### config.mk
export PLATFORM = sky130hd
export DESIGN_NAME = kb_event_fifo
export DESIGN_NICKNAME = d
export VERILOG_FILES = /design/src/rtl/kb_pkg.sv /design/src/rtl/sync_fifo.sv /design/src/rtl/kb_event_fifo.sv
export SDC_FILE = /design/constraint.sdc
export NUM_CORES = 1
export LEC_CHECK = 0
export ABC_AREA = 0
export CORE_AREA = 3 3 119 98
export DETAILED_ROUTE_END_ITERATION = 8
export DIE_AREA = 0 0 122 101
export GPL_ROUTABILITY_DRIVEN = 1
export PLACE_DENSITY_LB_ADDON = 0.15
export SLEW_MARGIN = 30
export SYNTH_ARGS = -nofsm -noshare
export SYNTH_HDL_FRONTEND = slang
export SYNTH_SLANG_ARGS = --single-unit
export TNS_END_PERCENT = 1
### constraint.sdc
create_clock -name clock -period 5 [get_ports clock]
set_clock_uncertainty 0.1 [all_clocks]
set_input_delay 1.5 -clock clock [delete_from_list [all_inputs] [get_ports clock]]
set_output_delay 1.5 -clock clock [all_outputs]
set_load 0.005 [all_outputs]
### src/rtl/kb_pkg.sv
// kb_pkg: PS/2 set-2 protocol bytes and decoder state type shared by the keyboard event queue
package kb_pkg;
  localparam logic [7:0] KB_E0     = 8'hE0;
  localparam logic [7:0] KB_F0     = 8'hF0;
  localparam logic [7:0] KB_ACK    = 8'hFA;
  localparam logic [7:0] KB_BAT    = 8'hAA;
  localparam logic [7:0] KB_ECHO   = 8'hEE;
  localparam logic [7:0] KB_RESEND = 8'hFE;
  typedef enum logic [1:0] {IDLE, EXT, BRK, EXT_BRK} kb_state_t;
endpackage

### src/rtl/sync_fifo.sv
// sync_fifo: power-of-2 FIFO with inferred RAM and show-ahead (head visible without a read) output
module sync_fifo #(
  parameter int WIDTH = 9,
  parameter int DEPTH = 16,
  localparam int AW = $clog2(DEPTH),
  localparam int CW = $clog2(DEPTH + 1)
) (
  input  logic             clock,
  input  logic             reset_n,
  input  logic             push,
  input  logic             pop,
  input  logic [WIDTH-1:0] din,
  output logic [WIDTH-1:0] dout,
  output logic [CW-1:0]    count,
  output logic             full,
  output logic             empty
);
  logic [WIDTH-1:0] r_mem [DEPTH];
  logic [AW-1:0]    r_wr, r_rd;
  logic [CW-1:0]    r_count;
  logic             w_pop, w_push;
  assign empty  = r_count == '0;
  assign full   = r_count == CW'(DEPTH);
  assign w_pop  = pop && !empty;
  // a pop frees a slot in the same cycle, so a full FIFO still accepts a simultaneous push
  assign w_push = push && (!full || w_pop);
  assign dout   = r_mem[r_rd];
  assign count  = r_count;
  always_ff @(posedge clock)
    if (w_push) r_mem[r_wr] <= din;
  always_ff @(posedge clock) begin
    if (!reset_n) begin
      r_wr    <= '0;
      r_rd    <= '0;
      r_count <= '0;
    end else begin
      if (w_push) r_wr <= r_wr + AW'(1);
      if (w_pop) r_rd <= r_rd + AW'(1);
      r_count <= r_count + CW'(w_push) - CW'(w_pop);
    end
  end
endmodule

### src/rtl/kb_event_fifo.sv
// kb_event_fifo: decodes PS/2 set-2 bytes into make/break events and queues them for the CPU
module kb_event_fifo import kb_pkg::*; #(
  parameter int DEPTH = 16,
  parameter int TRACK_E0 = 1,
  parameter int DROP_RELEASE = 0,
  localparam int EVW = 8 + TRACK_E0,
  localparam int CW = $clog2(DEPTH + 1)
) (
  input  logic           clock,
  input  logic           reset_n,
  input  logic [7:0]     ps2_data,
  input  logic           ps2_data_en,
  input  logic [7:0]     key_ascii,
  input  logic           kb_pop,
  input  logic           kb_ovf_clr,
  output logic [EVW-1:0] kb_ch,
  output logic           kb_hit,
  output logic [CW-1:0]  kb_count,
  output logic           kb_ovf
);
  kb_state_t      r_state;
  logic           r_ovf;
  logic           w_reply, w_emit, w_brk, w_e0, w_push, w_full, w_empty, w_drop;
  logic [7:0]     w_low;
  logic [EVW-1:0] w_ev, w_dout;
  assign w_reply = ps2_data inside {KB_ACK, KB_BAT, KB_ECHO, KB_RESEND};
  assign w_brk   = r_state inside {BRK, EXT_BRK};
  assign w_e0    = r_state inside {EXT, EXT_BRK};
  // E0 and F0 only extend an open prefix; E0 after E0+F0 and F0 after a bare F0 are key codes
  assign w_emit  = ps2_data_en && !w_reply && !(ps2_data == KB_E0 && r_state != EXT_BRK)
                   && !(ps2_data == KB_F0 && r_state != BRK);
  assign w_low   = key_ascii[7:4] == 4'hE ? key_ascii : {w_brk, key_ascii[6:0]};
  assign w_ev    = EVW'({w_e0, w_low});
  assign w_push  = w_emit && !(DROP_RELEASE != 0 && w_brk);
  assign w_drop  = w_push && w_full && !kb_pop;
  always_ff @(posedge clock) begin
    if (!reset_n) r_state <= IDLE;
    else if (ps2_data_en && !w_reply)
      r_state <= w_emit ? IDLE : ps2_data == KB_E0 ? (w_brk ? EXT_BRK : EXT) : (w_e0 ? EXT_BRK : BRK);
  end
  always_ff @(posedge clock)
    r_ovf <= !reset_n ? 1'b0 : w_drop ? 1'b1 : kb_ovf_clr ? 1'b0 : r_ovf;
  sync_fifo #(.WIDTH(EVW), .DEPTH(DEPTH)) u_fifo (
    .clock   (clock),
    .reset_n (reset_n),
    .push    (w_push),
    .pop     (kb_pop),
    .din     (w_ev),
    .dout    (w_dout),
    .count   (kb_count),
    .full    (w_full),
    .empty   (w_empty)
  );
  assign kb_ch  = w_empty ? '0 : w_dout;
  assign kb_hit = !w_empty;
  assign kb_ovf = r_ovf;
endmodule

**After elaboration in Yosys (flattened, before gate mapping)**

Memories as Yosys holds them, arrays and structs flattened. A register that Yosys moved wholly into a read port is not among the register bits.
Cells that the tools add are included.

- Register bits: 16
- Memory bits (writable): 144
- Input bits: 21
- Output and inout bits: 16
- Logic and storage cells: 56
- Memories: 1

Memory list:

| name | depth | width | rd ports | clocked after Yosys merged registers in | wr ports | line | source |
|---|---|---|---|---|---|---|---|
| u_fifo.r_mem | 16 | 9 | 1 | 1 | 1 | sync_fifo.sv:18 | `logic [WIDTH-1:0] r_mem [DEPTH];` |

- Add/subtract/negate cells: 4
- Equality and inequality tests: 13
- Mux-type cells: 12
- Reductions and logical operators: 21

Operators with widths:

| operator | count |
|---|---|
| equality test 8 bit (second input constant) | 6 |
| logical AND 1 bit | 9 |
| two-way mux 9 bit | 1 |
| adder 4 x 1 -> 4 bit (second input constant) | 2 |
| two-way mux 4 bit | 2 |
| two-way mux 8 bit | 1 |
| zero test 1 bit | 6 |
| two-way mux 2 bit | 3 |
| nonzero test 2 bit | 3 |
| adder 5 x 1 -> 5 bit | 1 |
| equality test 5 bit (second input constant) | 1 |
| zero test 5 bit | 1 |
| two-way mux 1 bit | 5 |
| subtractor 5 x 1 -> 5 bit | 1 |
| equality test 2 bit (second input constant) | 2 |
| equality test 4 bit (second input constant) | 1 |
| inequality test 2 bit (second input constant) | 2 |
| nonzero test 4 bit | 1 |
| equality test 2 x 1 -> 1 bit (second input constant) | 1 |
| logical OR 1 bit | 1 |

**Depth between registers and ports, before layout**

Gate-level depths: netlist of run 1.

- Depth after elaboration: 9
- Depth in mapped cells: 14
- Gate-level depth less buffers: 13

**Cells and area by module**

Synthesis of run 1 repeated with hierarchy kept, for this count alone.

- Cells, all modules: 380
- Area, all modules: 6779.0 µm²

By module, submodules not included:

| module | instances | cells an instance | area each (µm²) | seq. area each (µm²) |
|---|---|---|---|---|
| sync_fifo | 1 | 334 | 6459.9 | 4664.5 |
| kb_event_fifo | 1 | 46 | 319.1 | 60.1 |

**Least setup slack after synthesis of run 1**

OpenSTA, ideal clock, no wires.

- Path type: in2reg
- Start: in ps2_data[1]
- End: reg u_fifo.r_count[4], in the netlist u_fifo.count[4]
- Library setup time: 116 ps
- Data arrival time: 3652 ps
- Required time: 4784 ps
- Setup slack: 1133 ps
- Cell stages on the path: 10
- Buffers on the path: 1
- Cells stage by stage: nor4b_2 -> o211a_1 -> nor4b_4 -> buf_6 -> ha_1 -> fa_1 -> a21oi_1 -> nor2_1 -> or3_1 -> and3_1

- Longest elaborated chain between the ends: 9
- Elaborated cells between the ends (all ways): 18
- Those cells by class: add/sub: 2; eq/ne: 6; reduce/logical: 10

RTL lines:

| element | line | source |
|---|---|---|
| start, declared | kb_event_fifo.sv:11 | `input logic [7:0] ps2_data,` |
| equality test 8 bit | kb_event_fifo.sv:26 | `assign w_reply = ps2_data inside {KB_ACK, KB_BAT, KB_ECHO, KB_RESEND};` |
| nonzero test 4 bit | kb_event_fifo.sv:26 |  |
| zero test 1 bit | kb_event_fifo.sv:30 | `assign w_emit = ps2_data_en && !w_reply && !(ps2_data == KB_E0 && r_state != EXT_BRK)` |
| logical AND 1 bit (2 in a row) | kb_event_fifo.sv:30 |  |
| logical AND 1 bit * | kb_event_fifo.sv:31 | `&& !(ps2_data == KB_F0 && r_state != BRK);` |
| logical AND 1 bit * | sync_fifo.sv:26 | `assign w_push = push && (!full \|\| w_pop);` |
| via u_fifo.w_push | sync_fifo.sv:21 | `logic w_pop, w_push;` |
| adder 5 x 1 -> 5 bit * | sync_fifo.sv:39 | `r_count <= r_count + CW'(w_push) - CW'(w_pop);` |
| subtractor 5 x 1 -> 5 bit * | sync_fifo.sv:39 |  |
| end signal, assigned | sync_fifo.sv:39 |  |
| end, declared | sync_fifo.sv:20 | `logic [CW-1:0] r_count;` |

The timed path passes the listed nets; every way through them passes the cells marked *.
A chain may end at the register's enable or synchronous reset.

**Worst setup path after layout of run 1**

- Start: reg u_fifo.r_count[3], in the netlist u_fifo.count[3]
- End: out kb_ch[8]

- Longest elaborated chain between the ends: 2

RTL lines:

| element | line | source |
|---|---|---|
| zero test 5 bit | sync_fifo.sv:22 | `assign empty = r_count == '0;` |
| two-way mux 9 bit | kb_event_fifo.sv:54 | `assign kb_ch = w_empty ? '0 : w_dout;` |
| end, declared | kb_event_fifo.sv:16 | `output logic [EVW-1:0] kb_ch,` |

No other way between the ends.

==> results of run 1 <==
state kept, by name, indices dropped and copies added, names as in the netlist, named ones only:
| signal | count |
|---|---|
| r_state | 2 |
| u_fifo.count | 5 |
| kb_ovf | 1 |
| u_fifo.r_rd | 4 |
| u_fifo.r_mem | 144 |
| u_fifo.r_wr | 4 |
cell families (layout without fill, tap and decap cells):
family / Yosys count / count (layout) / synth area share, %
mux: 56 / 56 / 14.99
xor+xnor: 7 / 7 / 0.9093
flops: 164 / 164 / 70.07
simple gates: 64 / 64 / 6.829
compound gates: 28 / 28 / 2.913
buf+inv: 29 / 84 / 1.948
fa+ha+maj: 12 / 12 / 2.338
placed cells by master, fill, tap and decap left out, types with 3 or more instances in the layout:
| master | n |
|---|---|
| and2_1 | 8 |
| and4_2 | 4 |
| edfxtp_1 | 144 |
| a21oi_1 | 3 |
| inv_6 | 4 |
| and3_1 | 8 |
| ha_1 | 11 |
| clkinv_4 | 3 |
| mux4_2 | 36 |
| dfxtp_1 | 19 |
| xnor2_1 | 5 |
| nand2_1 | 9 |
| nand3_1 | 6 |
| nor2_1 | 3 |
| nor2b_1 | 3 |
| clkbuf_16 | 17 |
| inv_1 | 10 |
| o22ai_1 | 9 |
| mux2i_1 | 20 |
| clkdlybuf4s50_1 | 36 |
| o21a_1 | 3 |
| and4b_2 | 3 |
| buf_4 | 6 |
worst reg2reg max path, cell delays in order (launching register included):
cell and delay, ns:
dfxtp_1 0.33, inv_1 0.09, ha_1 0.15, or4b_2 0.70
nand2_1 0.17, inv_1 0.07, ha_1 0.27, inv_1 0.04
ha_1 0.20, fa_1 0.41, a21oi_1 0.15, nor2_1 0.06
or3_1 0.33, and3_1 0.18
stage by stage:
stage | area [µm²] | power, µW | util [%]
2_1_floorplan | 6743 | 2155 | -
3_3_place_gp | 7256 | 2456 | 67.95
3_5_place_dp | 7256 | 2478 | 67.95
4_1_cts | 7834 | 3745 | 73.37
5_1_grt | 7834 | 3884 | 73.37
6_report | 7834 | 3708 | 73.37
path summary, 6_finish.rpt:
| path | end | slack, ns | cells after the start |
|---|---|---|---|
| max | kb_ch[8] | 0.54 | 6 |
| min | flip-flop | 0.42 | 2 |
| min reg2reg | flip-flop | 0.42 | 2 |
| max reg2reg | u_fifo.count[4] | 1.65 | 13 |
cell type report:
type | count | area (µm²)
clock inverters | 14 | 152.6
clock buffers | 17 | 425.4
flip-flops and latches | 164 | 4726
repair buffers | 43 | 425.4
fillers | 646 | 2844
well taps | 144 | 180.2
multi-input cells | 167 | 1887
inverters | 10 | 37.54
layer usage:
| layer | routed length, µm | share of wire (%) |
|---|---|---|
| met2 | 6311 | 50 |
| met4 | 170 | 1.3 |
| met5 | 0 | 0 |
| met3 | 998 | 7.8 |
| met1 | 5236 | 41 |
power by group through the flow:
| stage | Sequential, µW | Clock (µW) | Combinational, µW |
|---|---|---|---|
| after floorplan | 1600 | 0 | 555 |
| after detailed placement | 1640 | 0 | 838 |
| after global placement | 1640 | 0 | 817 |
| final | 1610 | 1260 | 838 |
| after global routing | 1620 | 1340 | 917 |
| after CTS | 1610 | 1280 | 848 |
==> impl_results.md, run 1 <==
* Status: finished clean
* CP max stage cell: or4b_2
* Pwr/cell area at 473.4 mW/mm²
* Yosys reg bits at 164
* Ys async rst share at 0%
* Comb pwr share at 22.6%
* Min-delay src: u_fifo.r_rd[1]
* Crit. End Element: output pin
* LEAKAGE at 0.002581 µW
* Top post-synthesis cells by area: edfxtp_1 64%, mux4_2 12%, dfxtp_1 5.9%
* Initial antenna violation count at 0
* Max Clk Rate at 224.2 MHz
* Synth cell count leaders: 144 x edfxtp_1, 36 x mux4_2, 20 x dfxtp_1, 20 x mux2i_1, 11 x ha_1
* CP Launch Type: flip-flop
* Yosys warns at 0
* Worst Path Max Fanout at 9
* Setup TNS at 0 ns
* Max Root-Sink Buffers at 2
* RSZ-0062 raised after global routing: no
* Initial core utilization at 63.15%
* Worst rel slew slack at 37.72%
* TritonRoute pass-1 iters at 4
* Mapped cell area at 0.006743 mm²
* Switch Pwr at 953.2 µW
* TritonCTS clock tree: done
* Met2 usage at 35.99%
* Syn Area/Cell at 18.73 µm²
* DP Cell Count at 528
* Chip height at 101 µm
* Worst setup margin at 0.5406 ns
* Mapped Nets at 393
* Synth area leader: edfxtp_1
* CP bufs+invs at 2
* Vias in the first global route at 3492
* Sequential area share after synthesis at 70.07%
* Share of the synthesized area in the top cell type at 64.13%
* Post-DP HPWL at 8.040 mm
* Routed WL per cell at 22.75 µm
* Worst EP required at 3.40 ns
* DRT Wirelength at 12.72 mm
* First-iteration detailed-routing DRC count at 338
* Pins Over Slew Limit at 0
* Die width at 122 µm
* Diode count at 0
* Max Cap Viol at 0
* Seq pwr share at 43.5%
* Vias at 3438
* Grt met3 use at 7.912%
* Met1 global-route usage at 29.59%
* GRT Total Usage at 22.64%
* DRC violations left at 0
* Crit path cell chain: inv_1, ha_1, or4b_2, nand2b_1, o22ai_1, clkdlybuf4s50_1
* Layout Nets at 436
* P_int at 2755 µW
* Die area at 0.01232 mm²
* Fin cells at 559
* Clk sink count at 164
* Main synth FF type: edfxtp_1
* CTS clock-pin slew for the worst setup and hold paths at 0.06 ns
* Worst Setup SP: u_fifo.count[3]
* First-pass GRT wire length at 19.71 mm
* Crit path kind: flip-flop to output pin
* Post-CTS Setup Bufs at 0
* Root Driver: clkbuf_16
* EDFF count, synth at 144
* Tcrit/Tclk final at 89.19%
* CTS Hold Bufs at 0
* Area Growth Syn to Fin at 16.18%
* Clock share of power at 34.0%
* Pre-CTS WS at 0.6029 ns
* GR Overflow Total at 0
* Port-buffer cells at 36
* WHS at 0.4216 ns
* GPL Wtd Cong at 0.7660
* Crit-path max cell delay at 0.70 ns
* Most common cell in the netlist: edfxtp_1
* Largest net degree at the start of global routing at 37
* # setup viols final at 0
* Distinct cells, synth at 49
* Max H-tree Level at 4
* Clock Latency Late Sink at 0.42 ns
* Sw frac at 25.70%
* Core area at 0.01068 mm²
* Final min period at 4.459 ns
* Slew at the pin with the worst max-slew slack at 0.9329 ns
* CTS Buf Count at 17
* Final Hold Vio Count at 0
* Fraction of layout cells with a size suffix above 1 at 20.48%
* Busiest grt layer: met2
* Row count at 34
* WP data arrival at 2.86 ns
* Hold crit path type: flip-flop to flip-flop
* Worst VDD drop at 0.2990 mV
* Number of nets with antenna violations after routing at 0
* Worst r2r src: u_fifo.count[3]
* I/O Pins at 37
* Via-per-instance ratio at 6.150
* CTS resizes at 0
* Cells after Synth at 360
* Cell family contributing the most delay on the critical path: simple AND/OR/NAND/NOR gates
No activity file was read; power rests on OpenSTA's default activity.
==> run 2, diff against run 1 <==
--- a/config.mk
+++ b/config.mk
@@ -10,7 +10,8 @@
 export DETAILED_ROUTE_END_ITERATION = 8
 export DIE_AREA = 0 0 122 101
 export GPL_ROUTABILITY_DRIVEN = 1
-export PLACE_DENSITY_LB_ADDON = 0.15
+export GPL_TIMING_DRIVEN = 0
+export PLACE_DENSITY = 0.89
 export SLEW_MARGIN = 30
 export SYNTH_ARGS = -nofsm -noshare
 export SYNTH_HDL_FRONTEND = slang
==> impl_results.md, run 2 (synthesis results as in run 1) <==
* Status: finished clean (unchanged)
* Die area at 0.01232 mm² (unchanged)
* Max H-tree Level at 4 (unchanged)
* CTS Hold Bufs at 0 (unchanged)
* Slew at the pin with the worst max-slew slack at 0.8814 ns (was 0.9329 ns)
* TritonCTS clock tree: done (unchanged)
* Largest net degree at the start of global routing at 18 (was 37)
* Root Driver: clkbuf_16 (unchanged)
* First-iteration detailed-routing DRC count at 414 (was 338)
* Port-buffer cells at 35 (was 36)
* CTS resizes at 0 (unchanged)
* Vias at 3570 (was 3438)
* Layout Nets at 447 (was 436)
* Final Hold Vio Count at 0 (unchanged)
* Row count at 34 (unchanged)
* Register Area at 0.004725 mm² (was 0.004726 mm²)
* Crit. End Element: output pin (unchanged)
* Number of nets with antenna violations after routing at 0 (unchanged)
* LEAKAGE at 0.002573 µW (was 0.002581 µW)
* Reg with most FFs: u_fifo.r_mem (unchanged)
* Max Cap Viol at 0 (unchanged)
* Post-CTS Setup Bufs at 0 (unchanged)
* Diode count at 0 (unchanged)
* WP data arrival at 3.18 ns (was 2.86 ns)
* Clk sink count at 164 (unchanged)
* Max reg flops at 144 (unchanged)
* RSZ-0062 raised after global routing: no (unchanged)
* Max Root-Sink Buffers at 2 (unchanged)
* Fin cells at 571 (was 559)
* Area Growth Syn to Fin at 16.13% (was 16.18%)
* Vias in the first global route at 3629 (was 3492)
* Max Clk Rate at 209.3 MHz (was 224.2 MHz)
* Final min period at 4.778 ns (was 4.459 ns)
* GPL Wtd Cong at 0.7509 (was 0.7660)
* Worst EP required at 3.40 ns (about the same)
* Pwr/cell area at 470.9 mW/mm² (was 473.4 mW/mm²)
* Post-DP HPWL at 8.629 mm (was 8.040 mm)
* CTS Buf Count at 17 (unchanged)
* # setup viols final at 0 (unchanged)
* Setup TNS at 0 ns (unchanged)
* TritonRoute pass-1 iters at 5 (was 4)
* Fraction of layout cells with a size suffix above 1 at 19.67% (was 20.48%)
* Routed WL per cell at 23.78 µm (was 22.75 µm)
* Area of the multi-input gates at 0.001887 mm² (unchanged)
* DRC violations left at 0 (unchanged)
* Worst rel slew slack at 41.24% (was 37.72%)
* GR Overflow Total at 0 (unchanged)
* Worst Path Max Fanout at 10 (was 9)
* Most common cell after layout, fill and taps aside: edfxtp_1 (unchanged)
* I/O Pins at 37 (unchanged)
* WHS at 0.4195 ns (was 0.4216 ns)
* CP Launch Type: flip-flop (unchanged)
* CTS clock-pin slew for the worst setup and hold paths at 0.06 ns (about the same)
* Pins Over Slew Limit at 0 (unchanged)
* Hold crit path type: flip-flop to flip-flop (unchanged)
* DRT Wirelength at 13.58 mm (was 12.72 mm)
* Tcrit/Tclk final at 95.57% (was 89.19%)
* Core area at 0.01068 mm² (unchanged)
* Via-per-instance ratio at 6.252 (was 6.150)
* Initial antenna violation count at 0 (unchanged)
* Clock Latency Late Sink at 0.42 ns (about the same)
* GRT Total Usage at 24.12% (was 22.64%)
* DP Cell Count at 539 (was 528)
* Most frequent cells in the layout: 144 x edfxtp_1, 36 x mux4_2, 35 x clkdlybuf4s50_1 (was 144 x edfxtp_1, 36 x mux4_2, 36 x clkdlybuf4s50_1)
* First-pass GRT wire length at 20.88 mm (was 19.71 mm)
* Crit path kind: flip-flop to output pin (unchanged)
* End-of-flow core utilization at 73.33% (was 73.37%)
* Worst VDD drop at 0.3080 mV (was 0.2990 mV)
* Chip height at 101 µm (unchanged)
* Fill cell count at 619 (was 646)
* Die width at 122 µm (unchanged)
* Initial core utilization at 63.15% (unchanged)
## run 2: cell types whose count changed in the layout (fill, tap and decap cells not counted), sizes merged
cell / previous run / this run
buf: 7 / 10
bufinv: 2 / 1
clkbuf: 17 / 28
clkdlybuf4s50: 36 / 35
clkinv: 6 / 4
clkinvlp: 1 / 3
## run 2: power breakdown
| group | switching, µW | internal (µW) |
|---|---|---|
| Clock | 532 | 692 |
| Sequential | 34.6 | 1550 |
| Combinational | 418 | 465 |
| Total | 984 | 2700 |
## run 2: cell type report
| class | instances | area share, % |
|---|---|---|
| sequential | 164 | 60.34 |
| tap | 144 | 2.301 |
| multi-input combinational | 167 | 24.10 |
| inverter | 10 | 0.4794 |
| clock buffer | 19 | 5.529 |
| buffer | 19 | 1.198 |
| timing repair buffer | 35 | 4.474 |
| clock inverter | 13 | 1.582 |
## run 2: routing by layer
| layer | track usage (%) | wire length (µm) |
|---|---|---|
| met1 | 32.36 | 5554 |
| met5 | 0 | 0 |
| met2 | 38.58 | 6852 |
| met4 | 9.216 | 241 |
| met3 | 6.341 | 929 |
## run 2: worst max-delay path: stages, from the launching register on
cell	delay, ns
dfxtp_1	0.30
clkbuf_1	0.44
clkbuf_1	0.63
mux4_2	0.37
mux2i_1	0.09
o22ai_1	0.34
clkdlybuf4s50_1	0.57
## run 2: worst paths after layout
kind,start,to,slack [ns],depth (start not counted)
worst max-delay path,flip-flop,kb_ch[4],0.22,6
worst min-delay path,u_fifo.r_wr[0],u_fifo.r_wr[0],0.42,2
worst max register to register,u_fifo.count[3],u_fifo.count[4],1.49,14
worst min register to register,u_fifo.r_wr[0],u_fifo.r_wr[0],0.42,2
## run 2: metrics by stage
stage	setup WS (ns)	power [µW]	area [µm²]
CTS	0.2260	3706	7830
global placement	0.5285	2442	7273
finish	0.2217	3687	7830
detailed placement	0.4460	2486	7273
floorplan	1.133	2155	6743
global route	0.1204	3842	7830
==> run 3, diff against run 2 <==
--- a/config.mk
+++ b/config.mk
@@ -6,12 +6,12 @@
 export NUM_CORES = 1
 export LEC_CHECK = 0
 export ABC_AREA = 0
-export CORE_AREA = 3 3 119 98
+export CORE_AREA = 3 3 188 153
 export DETAILED_ROUTE_END_ITERATION = 8
-export DIE_AREA = 0 0 122 101
+export DIE_AREA = 0 0 191 156
 export GPL_ROUTABILITY_DRIVEN = 1
 export GPL_TIMING_DRIVEN = 0
-export PLACE_DENSITY = 0.89
+export PLACE_DENSITY = 0.45
 export SLEW_MARGIN = 30
 export SYNTH_ARGS = -nofsm -noshare
 export SYNTH_HDL_FRONTEND = slang
==> constraint.sdc (replaced) <==
create_clock -name clock -period 5.65 [get_ports clock]
set_clock_uncertainty 0.1 [all_clocks]
set_input_delay 1.695 -clock clock [delete_from_list [all_inputs] [get_ports clock]]
set_output_delay 1.695 -clock clock [all_outputs]
set_load 0.005 [all_outputs]
==> impl_results.md, run 3 (synthesis results as in run 1) <==
* Status: finished clean (unchanged)
* Crit path cell chain: clkbuf_1, clkbuf_1, mux4_2, mux2i_1, o22ai_1, clkdlybuf4s50_1 (unchanged)
* I/O Pins at 37 (unchanged)
* Clk sink count at 164 (unchanged)
* LEAKAGE at 0.002562 µW (was 0.002573 µW)
* CP dominant cell by count: clkbuf_1 (unchanged)
* Port-buffer cells at 35 (unchanged)
* Final Hold Vio Count at 0 (unchanged)
* Crit-path max cell delay at 0.62 ns (was 0.63 ns)
* Max Clk Rate at 198.5 MHz
* CP max stage cell: clkbuf_1 (unchanged)
* Max reg flops at 144 (unchanged)
* Worst rel slew slack at 41.64% (was 41.24%)
* CTS Buf Count at 17 (unchanged)
* Crit path kind: flip-flop to output pin (unchanged)
* Via-per-instance ratio at 4.318 (was 6.252)
* Reg with most FFs: u_fifo.r_mem (unchanged)
* Switch Pwr at 893.5 µW (was 984.1 µW)
* RSZ-0062 raised after global routing: no (unchanged)
* Initial antenna violation count at 0 (unchanged)
* # setup viols final at 0 (unchanged)
* Sw frac at 27.60% (was 26.69%)
* Most common cell after layout, fill and taps aside: edfxtp_1 (unchanged)
* Pwr/cell area at 400.8 mW/mm² (was 470.9 mW/mm²)
* Vias at 3411 (was 3570)
* Diode count at 0 (unchanged)
* WHS at 0.4247 ns (was 0.4195 ns)
* Vias in the first global route at 3745 (was 3629)
* Largest net degree at the start of global routing at 18 (unchanged)
* GPL Wtd Cong at 0.7396 (was 0.7509)
* DRC violations left at 0 (unchanged)
* Tcrit/Tclk final at 89.17%
* Row count at 54 (was 34)
* WP data arrival at 3.24 ns (was 3.18 ns)
* Root Driver: clkbuf_16 (unchanged)
* Most frequent cells in the layout: 144 x edfxtp_1, 36 x mux4_2, 35 x clkdlybuf4s50_1 (unchanged)
* Die width at 191 µm (was 122 µm)
* Final min period at 5.038 ns
* First-pass GRT wire length at 22.83 mm (was 20.88 mm)
* Pins Over Slew Limit at 0 (unchanged)
* DRT Wirelength at 14.99 mm (was 13.58 mm)
* TritonCTS clock tree: done (unchanged)
* P_int at 2343 µW (was 2703 µW)
* Worst EP required at 3.86 ns (was 3.40 ns)
* Fin cells at 790 (was 571)
* Fraction of layout cells with a size suffix above 1 at 19.72% (was 19.67%)
* TritonRoute pass-1 iters at 4 (was 5)
* CTS Hold Bufs at 0 (unchanged)
* Setup TNS at 0 ns (unchanged)
* GR Overflow Total at 0 (unchanged)
* Post-CTS Setup Bufs at 0 (unchanged)
* Max Cap Viol at 0 (unchanged)
* Comb pwr share at 24.4% (was 23.9%)
* Max Root-Sink Buffers at 2 (unchanged)
* CP Launch Type: flip-flop (unchanged)
* Die area at 0.02980 mm² (was 0.01232 mm²)
* Initial core utilization at 24.89% (was 63.15%)
* Clock share of power at 32.4% (was 33.2%)
* Worst VDD drop at 0.2139 mV (was 0.3080 mV)
* Clock Latency Late Sink at 0.42 ns (about the same)
* Tot Pwr at 3237 µW (was 3687 µW)
* Hold crit path type: flip-flop to flip-flop (unchanged)
* Area Growth Syn to Fin at 19.78% (was 16.13%)
* Worst Path Max Fanout at 10 (unchanged)
* Routed WL per cell at 18.98 µm (was 23.78 µm)
* Number of nets with antenna violations after routing at 0 (unchanged)
* Seq pwr share at 43.1% (was 42.9%)
* GRT Total Usage at 10.55% (was 24.12%)
* Crit. End Element: output pin (unchanged)
* First-iteration detailed-routing DRC count at 210 (was 414)
* Slew at the pin with the worst max-slew slack at 0.8754 ns (was 0.8814 ns)
* CTS resizes at 0 (unchanged)
* Chip height at 156 µm (was 101 µm)
* DP Cell Count at 759 (was 539)
* Max H-tree Level at 4 (unchanged)
* Layout Nets at 447 (unchanged)
* Core area at 0.02709 mm² (was 0.01068 mm²)
* Post-DP HPWL at 9.943 mm (was 8.629 mm)
* CTS clock-pin slew for the worst setup and hold paths at 0.06 ns (about the same)
[run 3: cell count changes in the layout (fill, tap and decap cells not counted), sizes merged]
cell / previous run / this run
bufinv: 1 / 0
clkbuf: 28 / 27
clkinv: 4 / 5
[run 3: path summary, 6_finish.rpt]
kind	to	depth (start not counted)	start	slack [ns]
max reg2reg	u_fifo.count[4]	14	u_fifo.count[3]	2.16
min reg2reg	u_fifo.r_wr[0]	2	u_fifo.r_wr[0]	0.42
min	u_fifo.r_wr[0]	2	u_fifo.r_wr[0]	0.42
max	kb_ch[8]	6	flip-flop	0.61
[run 3: cell type report]
cell class / count / area, µm²
buffer: 19 / 93.84
clock buffer: 18 / 429.2
timing repair buffer: 35 / 350.3
multi-input combinational: 167 / 1887
inverter: 10 / 37.54
clock inverter: 13 / 98.84
sequential: 164 / 4725
fill: 2660 / 19020
tap: 364 / 455.4
[run 3: power groups by stage]
stage / registers (µW) / logic [µW] / clock network (µW)
6_report: 1400 / 791 / 1050
5_1_grt: 1400 / 877 / 1130
4_1_cts: 1400 / 811 / 1070
3_5_place_dp: 1420 / 809 / 0
3_3_place_gp: 1420 / 795 / 0
2_1_floorplan: 1420 / 491 / 0
[run 3: layer usage]
layer | track usage (%) | wire length (µm)
met1 | 15.08 | 7503
met2 | 15.78 | 6731
met3 | 2.898 | 643
met4 | 2.934 | 113
met5 | 0 | 0
[run 3: metrics by stage]
step | utilization, % | worst slack, ns | instance area [µm²]
6_report | 29.81 | 0.6118 | 8077
2_1_floorplan | - | 1.588 | 6743
5_1_grt | 29.81 | 0.4008 | 8077
3_3_place_gp | 27.86 | 0.9184 | 7548
3_5_place_dp | 27.86 | 0.8963 | 7548
4_1_cts | 29.81 | 0.5242 | 8077
[run 3: critical path: cells and delay by family (launching register included)]
family / cells / cell delay [ns]
compound gates: 1 / 0.35
flops: 1 / 0.31
mux: 2 / 0.44
buf+inv: 3 / 1.72
